File: src/rtl/alu_arbiter.sv
// alu_arbiter: round-robin sharing of one ALU between two requesters with per-requester response slots.
// Optional ALU ownership lock for carry-chained sequences: define ALU_ARB_LOCK_EN.
module alu_arbiter #(
   parameter int DATA_W    = 8,
   parameter int FUNSEL_W  = 4,
   parameter int FLAG_W    = 4,
   parameter int INIT_PRIO = 0
) (
   input  logic                clk,
   input  logic                rst_n,
   input  logic                r0_valid,
   output logic                r0_ready,
   input  logic [FUNSEL_W-1:0] r0_fun_sel,
   input  logic [DATA_W-1:0]   r0_a,
   input  logic [DATA_W-1:0]   r0_b,
   input  logic                r0_lock,
   output logic                r0_rsp_valid,
   input  logic                r0_rsp_ready,
   output logic [DATA_W-1:0]   r0_rsp_out,
   output logic [FLAG_W-1:0]   r0_rsp_flags,
   input  logic                r1_valid,
   output logic                r1_ready,
   input  logic [FUNSEL_W-1:0] r1_fun_sel,
   input  logic [DATA_W-1:0]   r1_a,
   input  logic [DATA_W-1:0]   r1_b,
   input  logic                r1_lock,
   output logic                r1_rsp_valid,
   input  logic                r1_rsp_ready,
   output logic [DATA_W-1:0]   r1_rsp_out,
   output logic [FLAG_W-1:0]   r1_rsp_flags,
   output logic [FUNSEL_W-1:0] alu_fun_sel,
   output logic [DATA_W-1:0]   alu_a,
   output logic [DATA_W-1:0]   alu_b,
   input  logic [DATA_W-1:0]   alu_out,
   input  logic [FLAG_W-1:0]   alu_flags,
   output logic                owner
);
   typedef enum logic [1:0] {ARB, OWN0, OWN1} state_t;
   localparam logic P_INIT = INIT_PRIO[0];
   state_t              r_state, w_next;
   logic                r_owner, r_first;
   logic [FUNSEL_W-1:0] r_fun;
   logic [DATA_W-1:0]   r_a, r_b;
   logic                r_vld0, r_vld1;
   logic [DATA_W-1:0]   r_out0, r_out1;
   logic [FLAG_W-1:0]   r_flg0, r_flg1;
   logic                w_el0, w_el1, w_pick1, w_g0, w_g1;

   assign w_el0   = r0_valid & ~r_vld0;
   assign w_el1   = r1_valid & ~r_vld1;
   // tie winner: INIT_PRIO until the first grant, then whoever was not granted last
   assign w_pick1 = r_first ? P_INIT : ~r_owner;
   assign w_g0    = rst_n & w_el0 & ((r_state == OWN0) | ((r_state == ARB) & (~w_el1 | ~w_pick1)));
   assign w_g1    = rst_n & w_el1 & ((r_state == OWN1) | ((r_state == ARB) & (~w_el0 | w_pick1)));

   assign r0_ready     = w_g0;
   assign r1_ready     = w_g1;
   assign alu_fun_sel  = w_g0 ? r0_fun_sel : w_g1 ? r1_fun_sel : r_fun;
   assign alu_a        = w_g0 ? r0_a : w_g1 ? r1_a : r_a;
   assign alu_b        = w_g0 ? r0_b : w_g1 ? r1_b : r_b;
   assign owner        = r_owner;
   assign r0_rsp_valid = r_vld0;
   assign r1_rsp_valid = r_vld1;
   assign r0_rsp_out   = r_out0;
   assign r1_rsp_out   = r_out1;
   assign r0_rsp_flags = r_flg0;
   assign r1_rsp_flags = r_flg1;

`ifdef ALU_ARB_LOCK_EN
   always_comb begin
      w_next = r_state;
      if (w_g0) w_next = r0_lock ? OWN0 : ARB;
      else if (w_g1) w_next = r1_lock ? OWN1 : ARB;
   end
`else
   logic w_unused_lock;
   assign w_unused_lock = ^{r0_lock, r1_lock};
   always_comb begin
      w_next = ARB;
   end
`endif

   always_ff @(posedge clk or negedge rst_n) begin
      if (!rst_n) begin
         r_state <= ARB;
         r_owner <= P_INIT;
         r_first <= 1'b1;
         r_fun   <= '0;
         r_a     <= '0;
         r_b     <= '0;
         r_vld0  <= 1'b0;
         r_vld1  <= 1'b0;
         r_out0  <= '0;
         r_out1  <= '0;
         r_flg0  <= '0;
         r_flg1  <= '0;
      end else begin
         r_state <= w_next;
         if (w_g0 | w_g1) begin
            r_fun   <= alu_fun_sel;
            r_a     <= alu_a;
            r_b     <= alu_b;
            r_owner <= w_g1;
            r_first <= 1'b0;
         end
         if (w_g0) begin
            r_vld0 <= 1'b1;
            r_out0 <= alu_out;
            r_flg0 <= alu_flags;
         end else if (r0_rsp_ready) r_vld0 <= 1'b0;
         if (w_g1) begin
            r_vld1 <= 1'b1;
            r_out1 <= alu_out;
            r_flg1 <= alu_flags;
         end else if (r1_rsp_ready) r_vld1 <= 1'b0;
      end
   end
endmodule

File: config.mk
export PLATFORM = sky130hd
export DESIGN_NAME = alu_arbiter
export DESIGN_NICKNAME = d
export VERILOG_FILES = /design/src/rtl/alu_arbiter.sv
export SDC_FILE = /design/constraint.sdc
export NUM_CORES = 1
export LEC_CHECK = 0
export ABC_AREA = 1
export BUFFER_PORTS_ARGS = -buffer_cell sky130_fd_sc_hd__buf_2
export CAP_MARGIN = 10
export CORE_MARGIN = 2
export CORE_UTILIZATION = 42
export DETAILED_ROUTE_END_ITERATION = 10
export PLACE_DENSITY = 0.77
export SYNTH_ARGS = -nofsm -noshare
export SYNTH_HDL_FRONTEND = slang
export SYNTH_SLANG_ARGS = --single-unit
File: constraint.sdc
create_clock -name clk -period 1.3 [get_ports clk]
set_clock_uncertainty 0.15 [all_clocks]
set_input_delay 0.195 -clock clk [delete_from_list [all_inputs] [get_ports clk]]
set_output_delay 0.195 -clock clk [all_outputs]
set_load 0.01 [all_outputs]
-- Yosys cells after proc, flatten, opt, wreduce, memory -nomap -nowiden
Cells that the tools add are included.
- multiplexer cells: 11
- bitwise operators: 15
- reduce and logical (&&, ||, !) cells: 2
- operator list (kind ; count):
    two-way mux 8 bit ; 4
    two-way mux 4 bit ; 2
    bitwise AND 1 bit ; 6
    inverter 1 bit ; 6
    two-way mux 1 bit ; 5
    nonzero test 2 bit ; 2
    OR 1 bit ; 3
- flip-flop bits (word level): 48
- input port bits: 60
- output and inout bits: 49
- word-level logic and storage cells: 39

-- Longest topological paths before layout
- word-level depth: 7
- mapped depth: 7
- depth with buffers taken out: 6

-- Least setup slack after synthesis
OpenSTA, ideal clock, no wires.
- kind: register -> output
- from: reg r_first
- to: out alu_a[0]
- data arrival time: 1088 ps
- data required time: 955 ps
- slack: -133 ps
- cell stages (with the launch flop): 7
- path buffers: 1
- cells stage by stage: dfstp_2 > inv_1 > nand2_1 > nand2_1 > buf_2 > nand3_1 > nand3_1
- longest elaborated chain between the ends: 5
- elaborated cells on any way between the ends: 8
- classes of those cells: mux: 3; bitwise: 5
- RTL lines (element ; RTL line ; RTL):
    start: declaration ; 41 ; logic r_owner, r_first;
    start signal: assignment ; 87 ; r_first <= 1'b1;
    start signal: assignment ; 104 ; r_first <= 1'b0;
    two-way mux 1 bit * ; 52 ; assign w_pick1 = r_first ? P_INIT : ~r_owner;
    OR 1 bit or inverter 1 bit (tied branches) ; 54, 53 ;
    bitwise AND 1 bit or OR 1 bit (tied branches) ; 54, 53 ;
    two-way mux 8 bit or bitwise AND 1 bit (tied branches) ; 59, 53 ;
    two-way mux 8 bit * ; 59 ; assign alu_a = w_g0 ? r0_a : w_g1 ? r1_a : r_a;
    end: declaration ; 32 ; output logic [DATA_W-1:0] alu_a,
Mark *: on every way between the ends. The rest lies on a longest branch, timed or not.

-- Worst setup path after layout
- from: reg r_vld0 (netlist: r0_rsp_valid)
- to: out alu_a[4]
- longest elaborated chain between the ends: 7
- elaborated cells on any way between the ends: 9
- classes of those cells: mux: 2; bitwise: 7
- RTL lines (element ; RTL line ; RTL):
    start: declaration ; 44 ; logic r_vld0, r_vld1;
    start signal: assignment ; 91 ; r_vld0 <= 1'b0;
    start signal: assignment ; 107 ; r_vld0 <= 1'b1;
    start signal: assignment ; 110 ; end else if (r0_rsp_ready) r_vld0 <= 1'b0;
    inverter 1 bit * ; 49 ; assign w_el0 = r0_valid & ~r_vld0;
    bitwise AND 1 bit * ; 49 ;
    inverter 1 bit ; 54 ; assign w_g1 = rst_n & w_el1 & ((r_state == OWN1) | ((r_state == ARB) & (~w_el0 | w_pick1)));
    OR 1 bit ; 54 ;
    bitwise AND 1 bit ; 54 ;
    two-way mux 8 bit ; 59 ;
    two-way mux 8 bit * ; 59 ;
Marked as above.

==> results.toml <==
[drt]
antenna_left = 0
first_iter_violations = 132
wl_per_cell_um = 15.4
wirelength_um = 7530
viasPerCell = 5.10
vias = 2490
drcViolationCount = 0
first_pass_iters = 4

[worst_setup_path]
critPathRequiredTime_ns = 0.95
end_kind = "output pin"
r2r_slack_ns = -0.35
rr_endpoint = "r0_rsp_out[2]"
crit_type = "reg2out"
cp_num_buf_inv = 3
crit_chain = "inv_2 -> nand2_2 -> nor2_4 -> buf_6 -> nand3_2 -> nand3_2 -> buf_6"
ff2ff_path_depth = 9
cpMaxStageDelayCell = "dfrtp_1"
startpoint_type = "flip-flop"
crit_path_max_incr_delay_ns = 0.43
critPathMaxFanout = 5
r2r_start = "r0_rsp_valid"
cp.arrival_ns = 1.53
timing.critical_path.from = "r0_rsp_valid"
critical_path.endpoint = "alu_a[4]"
critical_path.top_delay_family = "flip-flops"
cp.depth = 7

[floorplan]
die_x_um = 77.6
core_um2 = 5170
die_area_um2 = 6020
start_util_pct = 44.0
die_h_um = 77.6
io_pins = 109
rows = 26

[clock_tree]
h-tree-depth = 2
root_buffer = "clkbuf_8"
cts_made_buffers = 5
worstSkewPairLatency_ns = 0.32
tritoncts = "built"
clk_path_buf_depth = 2
path_clk_slew_ns = 0.10
cts_sinks = 48

[place]
place.detailed.hpwl_um = 4680
place_area_um2 = 3420
place_congestion = 0.743
io_buffers = 106

[logic_synthesis]
synth_nets = 309
yosysWarnings = 0
netlist_area_um2 = 2270
synth.top_cell.area_share_pct = 51.7
seq_area_frac_synth_pct = 52.9
synth_seq_cells = 48
synth_area_leaders = "dfrtp_1, nand3_1, o21ai_2"
synth-main-ff-cell = "dfrtp_1"
synth_common_cells = "nand3_1, dfrtp_1, nand2_1"
async_flop_share_pct = 100
post-synth-top-count-cell = "nand3_1"
synth_edf_count = 0
avgSynthCellArea_um2 = 9.14
synth_cell_types = 17
yosys.area.top_type = "dfrtp_1"
synth_cells = 249

[cells_and_area]
multi_input_area_um2 = 1380
postLayoutCellArea_um2 = 4290
diodes = 0
nFillCells = 309
seq_area_um2 = 1200
drive_gt1_share_pct = 72.2
syn_to_final_growth_pct = 88.4
layout.nets = 477

[sta]
final_max_slew_viol_count = 0
fmax_mhz = 534
period_share_pct = 144
finalSetupViolations = 69
grt_setup_unrepaired = "yes"
slew_headroom_pct = 75.2
fin_ws_ns = -0.574
final-hold-violation-count = 2
period_minus_slack_ns = 1.87
final.setup.tns_ns = -20.38
hold_ws_ns = -0.00290
tightest_slew_ns = 0.371

[grt]
grt_max_degree = 29
top_usage_layer = "met2"
antenna_found_initial = 0
grt_pass1_vias = 2607
met2_usage_pct = 48.7
grt_pass1_wl_um = 12300
overflow = 0
met3_usage_pct = 6.16
use_met1_pct = 29.2
grt_usage_pct = 25.9

[outcome]
outcome = "finished, violations left"
violations = "hold timing, setup timing"

[worst_hold_path]
hold_class = "in2reg"
holdPathStages = 3

[power_and_ir_drop]
seqPwrFrac_pct = 37.0
irDropWorstVdd_v = 0.00115
p_comb_share_pct = 45.6
p_clk_share_pct = 17.4
internal_power_uw = 3680
power_density_nw_per_um2 = 1330
p_sw_uw = 2040
p_leak_uw = 0.00223
switching_share_pct = 35.7

[job]
max_cap_viol_count = 0
-- metal layers --
layer,part of all wire (%),wire length [µm],vias up
met5,0,0,-
met4,1.0,75,0
met3,5.3,397,8
met2,55,4160,83
met1,38,2890,1210
li1,-,-,1189
-- sequential cells by signal (all words and copies together), names as in the netlist --
name          cells
owner             1
r_a               8
r0_rsp_flags      4
r0_rsp_valid      1
r_first           1
r_fun             4
r1_rsp_valid      1
r1_rsp_flags      4
r_b               8
r0_rsp_out        8
r1_rsp_out        8
-- tightest hold or removal path: stages --
cell and delay [ns]:
buf_2 0.09, inv_1 0.09, o21ai_2 0.06
-- power groups by stage --
stage / Sequential [µW] / Clock, µW / Combinational, µW
detailed placement: 2060 / 0 / 2010
CTS: 2090 / 998 / 2550
global route: 2150 / 1070 / 2810
finish: 2120 / 994 / 2610
global placement: 2060 / 0 / 1960
floorplan: 2170 / 0 / 974
-- stage by stage --
| step | total power [µW] | hold WS, ns | std cells | utilization, % | setup WS [ns] |
|---|---|---|---|---|---|
| 4_1_cts | 5640 | 0.00297 | 488 | 82.0 | -0.568 |
| 5_1_grt | 6030 | 0.00488 | 488 | 82.8 | -0.670 |
| 2_1_floorplan | 3140 | -0.251 | 249 | - | -0.0860 |
| 3_5_place_dp | 4080 | 0.0917 | 466 | 66.1 | -0.263 |
| 3_3_place_gp | 4020 | 0.0946 | 466 | 66.1 | -0.252 |
| 6_report | 5720 | -0.00290 | 488 | 82.8 | -0.574 |
-- placed cells by master, fill, tap and decap left out, types with 2 or more instances in the layout --
cell type / Yosys / layout
buf_12: 0 / 11
nand3_2: 1 / 62
nor2_1: 2 / 2
nand3_1: 101 / 33
o21ai_2: 19 / 20
nand3_4: 0 / 7
dfrtp_1: 47 / 47
inv_4: 0 / 2
inv_1: 19 / 13
nand2_1: 29 / 7
inv_6: 0 / 2
dlygate4sd3_1: 0 / 7
clkbuf_8: 0 / 6
o21ai_1: 5 / 7
buf_2: 8 / 84
nand2_8: 0 / 2
buf_4: 4 / 39
inv_2: 2 / 6
buf_6: 4 / 34
nand2_4: 2 / 7
nand2_2: 0 / 15
-- how the worst min path moves through the flow --
stage / startpoint / end / slack (ns)
final: alu_out[1] / r0_rsp_out[1] / -0.003
after global routing: r0_fun_sel[1] / r_fun[1] / 0.005
after CTS: alu_out[7] / r0_rsp_out[7] / 0.003
after detailed placement: rst_n / r_a[0] / 0.09
after global placement: rst_n / r_a[0] / 0.09
after floorplan: rst_n / owner / -0.25
-- layout make-up --
cell class	count	area share, %
Inverter	21	1.96
Tap cell	70	2.04
Clock buffer	6	1.93
Multi-Input combinational cell	164	32.3
Clock inverter	2	0.409
Timing Repair Buffer	177	33.3
Sequential cell	48	28.1
-- kinds of logic after synthesis --
family	share of synthesized area [%]
AND/OR/NAND/NOR	29.5
AO/OA/AOI/OAI	9.08
flip-flops	52.9
buffers and inverters	8.53
-- repair_timing --
action                                  4_1_cts  5_1_grt
hold buffers                                  7        0
endpoints found under the setup margin       69       69
endpoints found under the hold margin        55        0
gates cloned                                  3        0
buffers inserted                              4        3
pin swaps                                     5        3
gates resized for setup                     120       14
No activity file was read; power rests on OpenSTA's default activity.
